File: src/rtl/mips_multicycle_ctrl_pkg.sv
// Shared definitions for the multi-cycle MIPS controller: opcodes, ALU/PC select codes,
// FSM state encoding, instruction classes and the bundled control-output struct.
package mips_multicycle_ctrl_pkg;

    localparam logic [5:0] OP_RTYPE = 6'h00;
    localparam logic [5:0] OP_J     = 6'h02;
    localparam logic [5:0] OP_BEQ   = 6'h04;
    localparam logic [5:0] OP_ORI   = 6'h0D;
    localparam logic [5:0] OP_LUI   = 6'h0F;
    localparam logic [5:0] OP_LW    = 6'h23;
    localparam logic [5:0] OP_SW    = 6'h2B;
    localparam logic [5:0] FN_ADDU  = 6'h21;
    localparam logic [5:0] FN_SUBU  = 6'h23;

    typedef enum logic [1:0] {
        ALU_ADD = 2'b00,
        ALU_OR  = 2'b01,
        ALU_SUB = 2'b10,
        ALU_LUI = 2'b11
    } alu_op_e;

    typedef enum logic [1:0] {
        PC_SEQ    = 2'b00,
        PC_BRANCH = 2'b01,
        PC_JUMP   = 2'b10
    } pc_src_e;

    typedef enum logic [3:0] {
        S_FETCH    = 4'd0,
        S_DECODE   = 4'd1,
        S_EXEC_R   = 4'd2,
        S_WB_R     = 4'd3,
        S_EXEC_I   = 4'd4,
        S_WB_I     = 4'd5,
        S_MEM_ADDR = 4'd6,
        S_MEM_RD   = 4'd7,
        S_MEM_WR   = 4'd8,
        S_WB_MEM   = 4'd9,
        S_BRANCH   = 4'd10,
        S_JUMP     = 4'd11,
        S_TRAP     = 4'd12
    } state_e;

    typedef enum logic [3:0] {
        K_ADDU, K_SUBU, K_ORI, K_LUI, K_LW, K_SW, K_BEQ, K_J, K_ILLEGAL
    } kind_e;

    typedef struct packed {
        logic    pc_write;
        pc_src_e pc_src;
        logic    ir_write;
        logic    imem_read;
        logic    mem_read;
        logic    mem_write;
        logic    reg_write;
        logic    reg_dst;
        logic    mem_to_reg;
        alu_op_e alu_op;
        logic    alu_src;
        logic    ext_sign;
        logic    illegal;
    } ctrl_t;

    // First state after DECODE for each instruction class.
    function automatic state_e kind_to_state(input kind_e k);
        case (k)
            K_ADDU, K_SUBU: return S_EXEC_R;
            K_ORI, K_LUI:   return S_EXEC_I;
            K_LW, K_SW:     return S_MEM_ADDR;
            K_BEQ:          return S_BRANCH;
            K_J:            return S_JUMP;
            default:        return S_TRAP;
        endcase
    endfunction

endpackage

File: src/rtl/mips_multicycle_ctrl_if.sv
// Controller <-> datapath/memory signal bundle; master is the controller side.
interface mips_multicycle_ctrl_if #(
    parameter int COUNT_WIDTH = 32
);
    logic [31:0]            instr;
    logic                   alu_zero;
    logic                   mem_ready;
    logic                   pc_write;
    logic [1:0]             pc_src;
    logic                   ir_write;
    logic                   mem_read;
    logic                   mem_write;
    logic                   imem_read;
    logic                   reg_write;
    logic                   select_regDst;
    logic                   select_memToReg;
    logic [1:0]             select_aluPerformance;
    logic                   select_anotherAluSource;
    logic                   ext_sign;
    logic                   illegal_instr;
    logic [COUNT_WIDTH-1:0] retire_count;

    modport master (
        input  instr, alu_zero, mem_ready,
        output pc_write, pc_src, ir_write, mem_read, mem_write, imem_read, reg_write,
               select_regDst, select_memToReg, select_aluPerformance,
               select_anotherAluSource, ext_sign, illegal_instr, retire_count
    );

    modport slave (
        output instr, alu_zero, mem_ready,
        input  pc_write, pc_src, ir_write, mem_read, mem_write, imem_read, reg_write,
               select_regDst, select_memToReg, select_aluPerformance,
               select_anotherAluSource, ext_sign, illegal_instr, retire_count
    );
endinterface

File: src/rtl/mips_multicycle_ctrl_decode.sv
// Combinational instruction classifier: opcode/funct -> instruction class + illegal flag.
module mips_multicycle_ctrl_decode
    import mips_multicycle_ctrl_pkg::*;
(
    input  logic [5:0] opcode_i,
    input  logic [5:0] funct_i,
    output kind_e      kind_o,
    output logic       illegal_o
);

    always_comb begin
        kind_o = K_ILLEGAL;
        case (opcode_i)
            OP_RTYPE: begin
                if (funct_i == FN_ADDU) begin
                    kind_o = K_ADDU;
                end else if (funct_i == FN_SUBU) begin
                    kind_o = K_SUBU;
                end
            end
            OP_ORI:  kind_o = K_ORI;
            OP_LUI:  kind_o = K_LUI;
            OP_LW:   kind_o = K_LW;
            OP_SW:   kind_o = K_SW;
            OP_BEQ:  kind_o = K_BEQ;
            OP_J:    kind_o = K_J;
            default: kind_o = K_ILLEGAL;
        endcase
    end

    assign illegal_o = (kind_o == K_ILLEGAL);

endmodule

File: src/rtl/mips_multicycle_ctrl.sv
// Multi-cycle MIPS control FSM: state register, next-state/output decode and retire counter.
module mips_multicycle_ctrl
    import mips_multicycle_ctrl_pkg::*;
#(
    parameter int COUNT_WIDTH = 32
) (
    input  logic                   clk,
    input  logic                   reset,
    mips_multicycle_ctrl_if.master bus
);

    state_e                 state_q, state_d;
    logic [COUNT_WIDTH-1:0] retire_q, retire_d;
    logic                   retire;
    kind_e                  kind;
    logic                   illegal;
    ctrl_t                  ctrl;
    logic                   unused_instr_bits;

    assign unused_instr_bits = ^bus.instr[25:6];

    mips_multicycle_ctrl_decode u_decode (
        .opcode_i  (bus.instr[31:26]),
        .funct_i   (bus.instr[5:0]),
        .kind_o    (kind),
        .illegal_o (illegal)
    );

    always_ff @(posedge clk or posedge reset) begin
        if (reset) begin
            state_q  <= S_FETCH;
            retire_q <= '0;
        end else begin
            state_q  <= state_d;
            retire_q <= retire_d;
        end
    end

    always_comb begin
        ctrl    = '0;
        state_d = state_q;
        retire  = 1'b0;
        case (state_q)
            S_FETCH: begin
                ctrl.imem_read = 1'b1;
                if (bus.mem_ready) begin
                    ctrl.ir_write = 1'b1;
                    ctrl.pc_write = 1'b1;
                    ctrl.pc_src   = PC_SEQ;
                    state_d       = S_DECODE;
                end
            end
            S_DECODE: state_d = illegal ? S_TRAP : kind_to_state(kind);
            S_EXEC_R: begin
                ctrl.alu_op = (kind == K_SUBU) ? ALU_SUB : ALU_ADD;
                state_d     = S_WB_R;
            end
            S_WB_R: begin
                ctrl.reg_write = 1'b1;
                ctrl.reg_dst   = 1'b1;
                retire         = 1'b1;
                state_d        = S_FETCH;
            end
            S_EXEC_I: begin
                ctrl.alu_src = 1'b1;
                ctrl.alu_op  = (kind == K_LUI) ? ALU_LUI : ALU_OR;
                state_d      = S_WB_I;
            end
            S_WB_I: begin
                ctrl.reg_write = 1'b1;
                retire         = 1'b1;
                state_d        = S_FETCH;
            end
            S_MEM_ADDR: begin
                ctrl.alu_src  = 1'b1;
                ctrl.ext_sign = 1'b1;
                ctrl.alu_op   = ALU_ADD;
                state_d       = (kind == K_SW) ? S_MEM_WR : S_MEM_RD;
            end
            S_MEM_RD: begin
                ctrl.mem_read = 1'b1;
                if (bus.mem_ready) begin
                    state_d = S_WB_MEM;
                end
            end
            S_WB_MEM: begin
                ctrl.reg_write  = 1'b1;
                ctrl.mem_to_reg = 1'b1;
                retire          = 1'b1;
                state_d         = S_FETCH;
            end
            S_MEM_WR: begin
                ctrl.mem_write = 1'b1;
                if (bus.mem_ready) begin
                    retire  = 1'b1;
                    state_d = S_FETCH;
                end
            end
            S_BRANCH: begin
                // Mealy: only a zero ALU result redirects the PC.
                ctrl.alu_op   = ALU_SUB;
                ctrl.pc_write = bus.alu_zero;
                ctrl.pc_src   = PC_BRANCH;
                retire        = 1'b1;
                state_d       = S_FETCH;
            end
            S_JUMP: begin
                ctrl.pc_write = 1'b1;
                ctrl.pc_src   = PC_JUMP;
                retire        = 1'b1;
                state_d       = S_FETCH;
            end
            S_TRAP:  ctrl.illegal = 1'b1;
            default: state_d = S_TRAP;
        endcase
        // Outputs stay quiet for the whole time reset is held, not just after the edge.
        if (reset) begin
            ctrl = '0;
        end
    end

    assign retire_d = retire ? retire_q + COUNT_WIDTH'(1) : retire_q;

    assign bus.pc_write                = ctrl.pc_write;
    assign bus.pc_src                  = ctrl.pc_src;
    assign bus.ir_write                = ctrl.ir_write;
    assign bus.imem_read               = ctrl.imem_read;
    assign bus.mem_read                = ctrl.mem_read;
    assign bus.mem_write               = ctrl.mem_write;
    assign bus.reg_write               = ctrl.reg_write;
    assign bus.select_regDst           = ctrl.reg_dst;
    assign bus.select_memToReg         = ctrl.mem_to_reg;
    assign bus.select_aluPerformance   = ctrl.alu_op;
    assign bus.select_anotherAluSource = ctrl.alu_src;
    assign bus.ext_sign                = ctrl.ext_sign;
    assign bus.illegal_instr           = ctrl.illegal;
    assign bus.retire_count            = retire_q;

endmodule

File: src/flat_wrapper.sv
// flat-port wrapper written by rule: the top's interface ports become plain ports
module mips_multicycle_ctrl_flat import mips_multicycle_ctrl_pkg::*;
#(
    parameter int COUNT_WIDTH = 32
)
  (clk, reset, bus_instr, bus_alu_zero, bus_mem_ready, bus_pc_write, bus_pc_src, bus_ir_write, bus_mem_read, bus_mem_write, bus_imem_read, bus_reg_write, bus_select_regDst, bus_select_memToReg, bus_select_aluPerformance, bus_select_anotherAluSource, bus_ext_sign, bus_illegal_instr, bus_retire_count);
  mips_multicycle_ctrl_if #(.COUNT_WIDTH(COUNT_WIDTH)) bus_i ();
  input  logic clk;
  input  logic reset;
  input wire logic [$bits(bus_i.instr)-1:0] bus_instr;
  input wire logic [$bits(bus_i.alu_zero)-1:0] bus_alu_zero;
  input wire logic [$bits(bus_i.mem_ready)-1:0] bus_mem_ready;
  output wire logic [$bits(bus_i.pc_write)-1:0] bus_pc_write;
  output wire logic [$bits(bus_i.pc_src)-1:0] bus_pc_src;
  output wire logic [$bits(bus_i.ir_write)-1:0] bus_ir_write;
  output wire logic [$bits(bus_i.mem_read)-1:0] bus_mem_read;
  output wire logic [$bits(bus_i.mem_write)-1:0] bus_mem_write;
  output wire logic [$bits(bus_i.imem_read)-1:0] bus_imem_read;
  output wire logic [$bits(bus_i.reg_write)-1:0] bus_reg_write;
  output wire logic [$bits(bus_i.select_regDst)-1:0] bus_select_regDst;
  output wire logic [$bits(bus_i.select_memToReg)-1:0] bus_select_memToReg;
  output wire logic [$bits(bus_i.select_aluPerformance)-1:0] bus_select_aluPerformance;
  output wire logic [$bits(bus_i.select_anotherAluSource)-1:0] bus_select_anotherAluSource;
  output wire logic [$bits(bus_i.ext_sign)-1:0] bus_ext_sign;
  output wire logic [$bits(bus_i.illegal_instr)-1:0] bus_illegal_instr;
  output wire logic [$bits(bus_i.retire_count)-1:0] bus_retire_count;
  assign bus_i.instr = bus_instr;
  assign bus_i.alu_zero = bus_alu_zero;
  assign bus_i.mem_ready = bus_mem_ready;
  assign bus_pc_write = bus_i.pc_write;
  assign bus_pc_src = bus_i.pc_src;
  assign bus_ir_write = bus_i.ir_write;
  assign bus_mem_read = bus_i.mem_read;
  assign bus_mem_write = bus_i.mem_write;
  assign bus_imem_read = bus_i.imem_read;
  assign bus_reg_write = bus_i.reg_write;
  assign bus_select_regDst = bus_i.select_regDst;
  assign bus_select_memToReg = bus_i.select_memToReg;
  assign bus_select_aluPerformance = bus_i.select_aluPerformance;
  assign bus_select_anotherAluSource = bus_i.select_anotherAluSource;
  assign bus_ext_sign = bus_i.ext_sign;
  assign bus_illegal_instr = bus_i.illegal_instr;
  assign bus_retire_count = bus_i.retire_count;
  mips_multicycle_ctrl #(.COUNT_WIDTH(COUNT_WIDTH)) u_core (.clk(clk), .reset(reset), .bus(bus_i));
endmodule
File: config.mk
export PLATFORM = sky130hd
export DESIGN_NAME = mips_multicycle_ctrl_flat
export DESIGN_NICKNAME = d
export VERILOG_FILES = /design/src/rtl/mips_multicycle_ctrl_pkg.sv /design/src/rtl/mips_multicycle_ctrl_if.sv /design/src/rtl/mips_multicycle_ctrl_decode.sv /design/src/rtl/mips_multicycle_ctrl.sv /design/src/flat_wrapper.sv
export SDC_FILE = /design/constraint.sdc
export NUM_CORES = 1
export LEC_CHECK = 0
export BUFFER_PORTS_ARGS = -buffer_cell sky130_fd_sc_hd__buf_2
export CAP_MARGIN = 20
export CORE_ASPECT_RATIO = 1.25
export CORE_UTILIZATION = 25
export DETAILED_ROUTE_END_ITERATION = 12
export SKIP_CTS_REPAIR_TIMING = 1
export SYNTH_ARGS = -nofsm -noshare
export SYNTH_HDL_FRONTEND = slang
export SYNTH_SLANG_ARGS = --single-unit
File: constraint.sdc
create_clock -name clk -period 4.85 [get_ports clk]
set_input_delay 0.485 -clock clk [delete_from_list [all_inputs] [get_ports clk]]
set_output_delay 0.485 -clock clk [all_outputs]
set_load 0.01 [all_outputs]
==> results.toml, run 1 <==
[status]
status = "completed"

[route]
drt_wl_total_mm = 4.80
ant_nets = 0
first_pass_iters = 4
drc = 0
drt_iter0_markers = 46
wl_per_cell_um = 11.6
via_per_inst = 4.54
via_count = 1885

[floorplanning]
core_area_um2 = 8380
die_height_um = 107
die_w_um = 85.9
row_count = 37
fp.dieArea_um2 = 9170
start_util = 0.262
pin_count = 83

[global_route]
antenna_found_initial = 0
grt_use_total = 0.110
grt_max_degree = 39
grt_pass1_vias = 1806
overflow = 0
grt_pass1_wl_mm = 8.12

[sta]
finalCriticalPeriod_ps = 2530
finalClockSkew_ps = 5.87
period_share = 0.522
finalMaxSlewViolations = 0
rsz0062_at_grt = "no"
tightest_slew_ps = 594
setup_tns_ps = 0
slew_headroom = 0.604
hold_violations = 0
setup_viol = 0
timing.fmax_mhz = 395
finalWorstSetupSlack_ps = 2320
holdWs_ps = 367

[yosys]
synth_area_per_cell_um2 = 9.24
ys_async_sr_fraction = 1.00
synthFlopType = "dfrtp_1"
syn-instance-count = 238
synth.cell_area_um2 = 2200
synth-seq-cells = 36
ys_warn_count = 0
synth-edff-count = 0
synth_nets = 277
ys_seq_area_frac = 0.410
synth.distinct_cells = 49

[clocking]
cts_made_buffers = 5
clk_pin_slew_worst_paths_ps = 70
cts.sink_count = 36
insertion_delay_ps = 280
htree_levels = 2
cts_buffer_depth = 2
tritoncts = "built"
cts-root-buf = "clkbuf_8"

[pwr]
p_per_area_nw_per_um2 = 360
ir_worst_vdd_v = 0.000131
swShare = 0.342
power.switching_uw = 336
comb_power_share = 0.282
p_leak_uw = 0.00138
seq_power_share = 0.427
p_int_uw = 645
clkPwrFrac = 0.291

[final_layout]
drive_gt1_frac = 0.279
final_common_cell = "buf_2"
fillers = 900
final_cell_mix = "buf_2, dfrtp_1, nor2_1"
diodes = 0
syn2layout_area_growth_pct = 24.2
nNetsFinal = 336

[critical_path]
path_class = "flip-flop to primary output"
cp.required_ps = 4370
cp-start-kind = "flip-flop"
critPathArrivalTime_ps = 2050
cp_max_fo = 19
cp-end-kind = "primary output"

[placement]
gp_congestion = 0.847
io_buffers = 62
dp_slack_ps = 2640
dp.final_hpwl_mm = 3.59

[hold_path]
hp-class = "primary input to async pin"

[flow_run]
max_cap_viol_count = 0
cell families (layout without fill, tap and decap cells):
kind of cell	after synthesis	in the layout	share of synthesized area
fa+ha+maj	3	3	0.0171
flops	36	36	0.410
mux	2	2	0.00968
compound gates	29	29	0.0996
buf+inv	22	82	0.0455
xor+xnor	33	33	0.131
simple gates	113	113	0.287
power groups by stage:
stage,Clock [uW],Combinational (uW),Sequential [uW]
finish,286,276,419
CTS,293,282,418
floorplan,0,240,381
detailed placement,0,281,425
global route,302,312,429
global placement,0,278,423
stage by stage:
stage	util	power [uW]	cell area, um2	cells
detailed placement	0.311	705	2600	407
global route	0.326	1040	2730	415
finish	0.326	982	2730	415
CTS	0.326	992	2730	415
floorplan	-	620	2200	238
global placement	0.311	700	2600	407
path summary, 6_finish.rpt:
| check | from | to | slack (ps) | depth (start not counted) |
|---|---|---|---|---|
| setup / recovery | u_core.state_q[1]$_DFFE_PP0P_ | bus_pc_write | 2320 | 5 |
| hold reg to reg | u_core.bus.retire_count[31]$_DFFE_PP0P_ | u_core.bus.retire_count[31]$_DFFE_PP0P_ | 460 | 1 |
| setup reg to reg | u_core.state_q[1]$_DFFE_PP0P_ | u_core.bus.retire_count[22]$_DFFE_PP0P_ | 2830 | 5 |
| hold / removal | reset | u_core.state_q[3]$_DFFE_PP0P_ | 370 | 3 |
| max in group asynchronous | reset | u_core.bus.retire_count[24]$_DFFE_PP0P_ | 4160 | 3 |
| min in group clk | u_core.bus.retire_count[31]$_DFFE_PP0P_ | u_core.bus.retire_count[31]$_DFFE_PP0P_ | 460 | 1 |
worst max-delay path: stages (launching register included):
cell and delay, ps:
dfrtp_1 600, nor2_1 260, nor4b_1 460, and2_1 230, a211o_1 100, buf_2 120
routing by layer:
layer	GRT usage	vias to the layer above	routed length, um
met3	0.0208	4	206
met1	0.136	883	2170
met4	0.0357	0	48
met2	0.191	54	2370
met5	0	-	0
li1	-	944	-
state kept, by name, summed over array words and instances, names as in the netlist:
| name | flops |
|---|---|
| u_core.bus.retire_count | 32 |
| u_core.state_q | 4 |
Yosys cell counts (2+ instances only):
cell type	number	area (um2)
nor3_2	3	30.0
buf_2	2	10.0
ha_1	3	37.5
nand3_1	11	55.1
o22a_1	2	17.5
nor2_1	28	105
a21oi_1	3	15.0
nand4_2	3	37.5
nand2_1	22	82.6
inv_1	11	41.3
o21a_1	2	15.0
nand2b_1	6	37.5
and4_1	4	35.0
xnor2_1	17	149
or3_1	4	25.0
nand4_1	6	37.5
buf_6	2	22.5
o21ai_0	6	30.0
and2_1	7	43.8
nor4b_1	3	26.3
a22oi_1	2	15.0
nor3_1	8	40.0
dfrtp_1	36	901
clkbuf_1	7	26.3
xor2_1	16	140
cell type report:
class / count / area (um2) / area share
multi-input combinational: 180 / 1200 / 0.439
sequential: 36 / 901 / 0.330
inverter: 11 / 41.3 / 0.0151
timing repair buffer: 63 / 318 / 0.116
clock buffer: 7 / 96.3 / 0.0353
tap: 117 / 146 / 0.0536
clock inverter: 1 / 30.0 / 0.0110
Note: power is estimated with default switching activity, not from simulation.
==> run 2: changes to the inputs <==
==> constraint.sdc (replaced) <==
create_clock -name clk -period 2.6 [get_ports clk]
set_input_delay 0.26 -clock clk [delete_from_list [all_inputs] [get_ports clk]]
set_output_delay 0.26 -clock clk [all_outputs]
set_load 0.01 [all_outputs]
==> results.toml, run 2 (synthesis gave the netlist of run 1 again) <==
[placement]
dp_slack_ps = 630
io_buffers = 62
place_area_um2 = 2620
dp.final_hpwl_mm = 3.67
gp_congestion = 0.827

[critical_path]
cp-start-kind = "flip-flop"
crit_path_cell_trace = "nor2_1 -> nor4b_1 -> and2_1 -> a211o_1 -> buf_2"
cp-end-kind = "primary output"
path_class = "flip-flop to primary output"
critPathMaxStageDelay_ps = 540
cp_max_fo = 14
slowest_stage = "dfrtp_1"
critPathArrivalTime_ps = 1940
cp.required_ps = 2340

[pwr]
p_int_uw = 1160
clkPwrFrac = 0.270
comb_power_share = 0.319
p_leak_uw = 0.00138
seq_power_share = 0.411
ir_worst_vdd_v = 0.000199
power_uw = 1800
power.switching_uw = 639
swShare = 0.354
p_per_area_nw_per_um2 = 661

[route]
drc = 0
ant_nets = 0
first_pass_iters = 4
via_count = 1910
wl_per_cell_um = 11.8
via_per_inst = 4.58
drt_iter0_markers = 75
drt_wl_total_mm = 4.91

[clocking]
cts.sink_count = 36
htree_levels = 2
cts_buffer_depth = 2
tritoncts = "built"
clk_pin_slew_worst_paths_ps = 70
cts-root-buf = "clkbuf_8"
cts_made_buffers = 5
insertion_delay_ps = 290

[sta]
rsz0062_at_grt = "no"
setup_viol = 0
finalWorstSetupSlack_ps = 395
finalMaxSlewViolations = 0
finalClockSkew_ps = 4.02
slew_headroom = 0.645
finalCriticalPeriod_ps = 2200
hold_violations = 0
period_share = 0.848
holdWs_ps = 151
setup_tns_ps = 0
tightest_slew_ps = 524
timing.fmax_mhz = 454

[final_layout]
diodes = 0
final_common_cell = "buf_2"
syn2layout_area_growth_pct = 24.0
final_cell_mix = "buf_2, dfrtp_1, nor2_1"
largest_reg_flops = 32
drive_gt1_frac = 0.280
multiInputGateArea_um2 = 1200
nNetsFinal = 338
register_area_um2 = 901
fillers = 888
fin_area_um2 = 2730

[hold_path]
hp-class = "primary input to async pin"

[global_route]
grt_use_total = 0.113
overflow = 0
grt_pass1_wl_mm = 8.41
grt_pass1_vias = 1854
antenna_found_initial = 0
grt_max_degree = 38

[status]
status = "completed"

[floorplanning]
fp.dieArea_um2 = 9170
pin_count = 83
die_height_um = 107
start_util = 0.262
core_area_um2 = 8380
die_w_um = 85.9
row_count = 37

[flow_run]
max_cap_viol_count = 0
==> run 2: cell count changes in the layout (fill, tap and decap cells not counted), sizes merged <==
cell / previous run / this run
buf: 63 / 65
clkbuf: 7 / 6
clkinv: 0 / 1
==> run 2: critical path, delay by kind of cell, from the launching register on <==
family	cells	cell delay, ps
buffers and inverters	1	120
AO/OA/AOI/OAI	1	100
flip-flops	1	540
AND/OR/NAND/NOR	3	900
==> run 2: layer usage <==
metal / routed length (um) / vias to the layer above / GRT usage
met4: 63 / 0 / 0.0357
met1: 2240 / 892 / 0.136
met2: 2370 / 62 / 0.200
met3: 235 / 5 / 0.0231
met5: 0 / - / 0
li1: - / 951 / -
==> run 2: power by group through the flow <==
stage                     Combinational [uW]  Sequential, uW  Clock, uW
final                                    574             741        487
after global routing                     643             756        532
after floorplan                          447             710          0
after detailed placement                 581             752          0
after CTS                                583             741        503
after global placement                   570             751          0
==> run 2: per-stage QoR <==
step / instances / utilization
after CTS: 417 / 0.325
after global placement: 409 / 0.313
after floorplan: 238 / -
final: 417 / 0.325
after detailed placement: 409 / 0.313
after global routing: 417 / 0.325
==> run 2: path summary, 6_finish.rpt <==
| path | startpoint | slack, ps | end | cells after the start |
|---|---|---|---|---|
| worst max-delay path | u_core.state_q[0]$_DFFE_PP0P_ | 400 | bus_pc_write | 5 |
| worst min-delay path | reset | 150 | u_core.state_q[3]$_DFFE_PP0P_ | 3 |
| worst max register to register | u_core.state_q[3]$_DFFE_PP0P_ | 650 | u_core.bus.retire_count[22]$_DFFE_PP0P_ | 5 |
| worst min register to register | u_core.bus.retire_count[31]$_DFFE_PP0P_ | 460 | u_core.bus.retire_count[31]$_DFFE_PP0P_ | 1 |
| max in group asynchronous | reset | 2100 | u_core.bus.retire_count[2]$_DFFE_PP0P_ | 3 |
| min in group clk | bus_instr[30] | 440 | u_core.state_q[1]$_DFFE_PP0P_ | 4 |
==> run 2: layout make-up <==
type / instances / area share
inverters: 11 / 0.0151
multi-input cells: 180 / 0.439
well taps: 117 / 0.0537
flip-flops and latches: 36 / 0.330
clock inverters: 2 / 0.0128
repair buffers: 65 / 0.122
clock buffers: 6 / 0.0266
==> run 3: changes to the inputs <==
==> constraint.sdc (replaced) <==
create_clock -name clk -period 1.9 [get_ports clk]
set_input_delay 0.19 -clock clk [delete_from_list [all_inputs] [get_ports clk]]
set_output_delay 0.19 -clock clk [all_outputs]
set_load 0.01 [all_outputs]
==> results.toml, run 3 (synthesis gave the netlist of run 1 again) <==
[critical_path]
slowest_stage = "dfrtp_2"
reg2reg_from = "u_core.state_q[1]$_DFFE_PP0P_"
crit_path_cell_trace = "buf_4 -> nor2_2 -> nor4b_4 -> and2_1 -> a211o_1 -> buf_2"
cp_max_fo = 14
reg2reg_depth = 5
cp.required_ps = 1710
ff2ff_setup_slack_ps = 150
regToRegEndpoint = "u_core.bus.retire_count[8]$_DFFE_PP0P_"
critPathArrivalTime_ps = 1680
path_class = "flip-flop to primary output"
critPathMaxStageDelay_ps = 450
cp-start-kind = "flip-flop"
cp-end-kind = "primary output"

[final_layout]
final_common_cell = "buf_2"
diodes = 0
utilization = 0.334
nNetsFinal = 347
largest_reg_flops = 32
fin_area_um2 = 2800
syn2layout_area_growth_pct = 27.4
fillers = 867
final_cells = 425
drive_gt1_frac = 0.312
final_cell_mix = "buf_2, dfrtp_1, nor2_1"

[placement]
dp_slack_ps = 23.9
io_buffers = 62
dp.cells = 417
dp.final_hpwl_mm = 3.76
gp_congestion = 0.844
place_area_um2 = 2680

[clocking]
cts_made_buffers = 5
cts_buffer_depth = 2
cts-root-buf = "clkbuf_8"
tritoncts = "built"
insertion_delay_ps = 280
cts.sink_count = 36
htree_levels = 2
clk_pin_slew_worst_paths_ps = 70

[floorplanning]
pin_count = 83
start_util = 0.262
die_w_um = 85.9
die_height_um = 107
core_area_um2 = 8380
fp.dieArea_um2 = 9170
row_count = 37

[route]
drc = 0
ant_nets = 0
drt_wl_total_mm = 4.99
via_count = 1953
wl_per_cell_um = 11.7
via_per_inst = 4.60
first_pass_iters = 6
drt_iter0_markers = 59

[pwr]
ir_worst_vdd_v = 0.000378
p_leak_uw = 0.00143
p_per_area_nw_per_um2 = 887
power_uw = 2480

[sta]
finalClockSkew_ps = 7.27
hold_violations = 0
finalWorstSetupSlack_ps = 28.0
slew_headroom = 0.657
setup_viol = 0
finalMaxSlewViolations = 0
rsz0062_at_grt = "yes"
finalCriticalPeriod_ps = 1870
timing.fmax_mhz = 534
tightest_slew_ps = 507
period_share = 0.985

[global_route]
grt_use_total = 0.115
grt_max_degree = 37
antenna_found_initial = 0
grt_pass1_wl_mm = 8.63
overflow = 0
grt_pass1_vias = 1913

[hold_path]
hp-class = "primary input to async pin"

[flow_run]
max_cap_viol_count = 0

[status]
status = "completed"
## run 3: worst max-delay path, delay by kind of cell, from the launching register on
family          cells  cell delay, ps
compound gates      1             100
buf+inv             2             320
flops               1             450
simple gates        3             540
## run 3: stage by stage
| stage | TNS, ps | hold WS (ps) |
|---|---|---|
| 4_1_cts | -226 | 116 |
| 2_1_floorplan | 0 | 371 |
| 3_5_place_dp | 0 | 426 |
| 5_1_grt | -168 | 193 |
| 6_report | 0 | 121 |
| 3_3_place_gp | 0 | 429 |
## run 3: worst max-delay path by stage
stage | slack [ps] | start | endpoint | cells after the start
after floorplan | 170 | u_core.state_q[1]$_DFFE_PP0P_ | bus_pc_write | 5
after detailed placement | 20 | bus_instr[26] | u_core.state_q[2]$_DFFE_PP0P_ | 8
after global placement | 30 | bus_instr[26] | u_core.state_q[2]$_DFFE_PP0P_ | 8
final | 30 | u_core.state_q[1]$_DFFE_PP0P_ | bus_pc_write | 6
after CTS | -160 | u_core.state_q[1]$_DFFE_PP0P_ | bus_pc_write | 6
after global routing | -60 | u_core.state_q[1]$_DFFE_PP0P_ | bus_pc_write | 6
## run 3: power breakdown
part | switching, uW | leakage [uW] | internal (uW)
Sequential | 111 | 0.000472 | 859
Combinational | 512 | 0.000908 | 420
Clock | 260 | 0.0000503 | 323
Total | 882 | 0.00143 | 1600
## run 3: layout make-up
cell class / count / area [um2] / share of cell area
clock buffer: 7 / 96.3 / 0.0344
inverter: 11 / 41.3 / 0.0147
multi-input combinational: 180 / 1210 / 0.434
sequential: 36 / 902 / 0.322
tap: 117 / 146 / 0.0523
timing repair buffer: 74 / 400 / 0.143
## run 3: per-layer routing
metal,track usage,share of wire,vias up
met5,0,0,-
met2,0.211,0.51,69
met1,0.132,0.43,914
li1,-,-,965
met4,0.0381,0.012,0
met3,0.0231,0.049,5
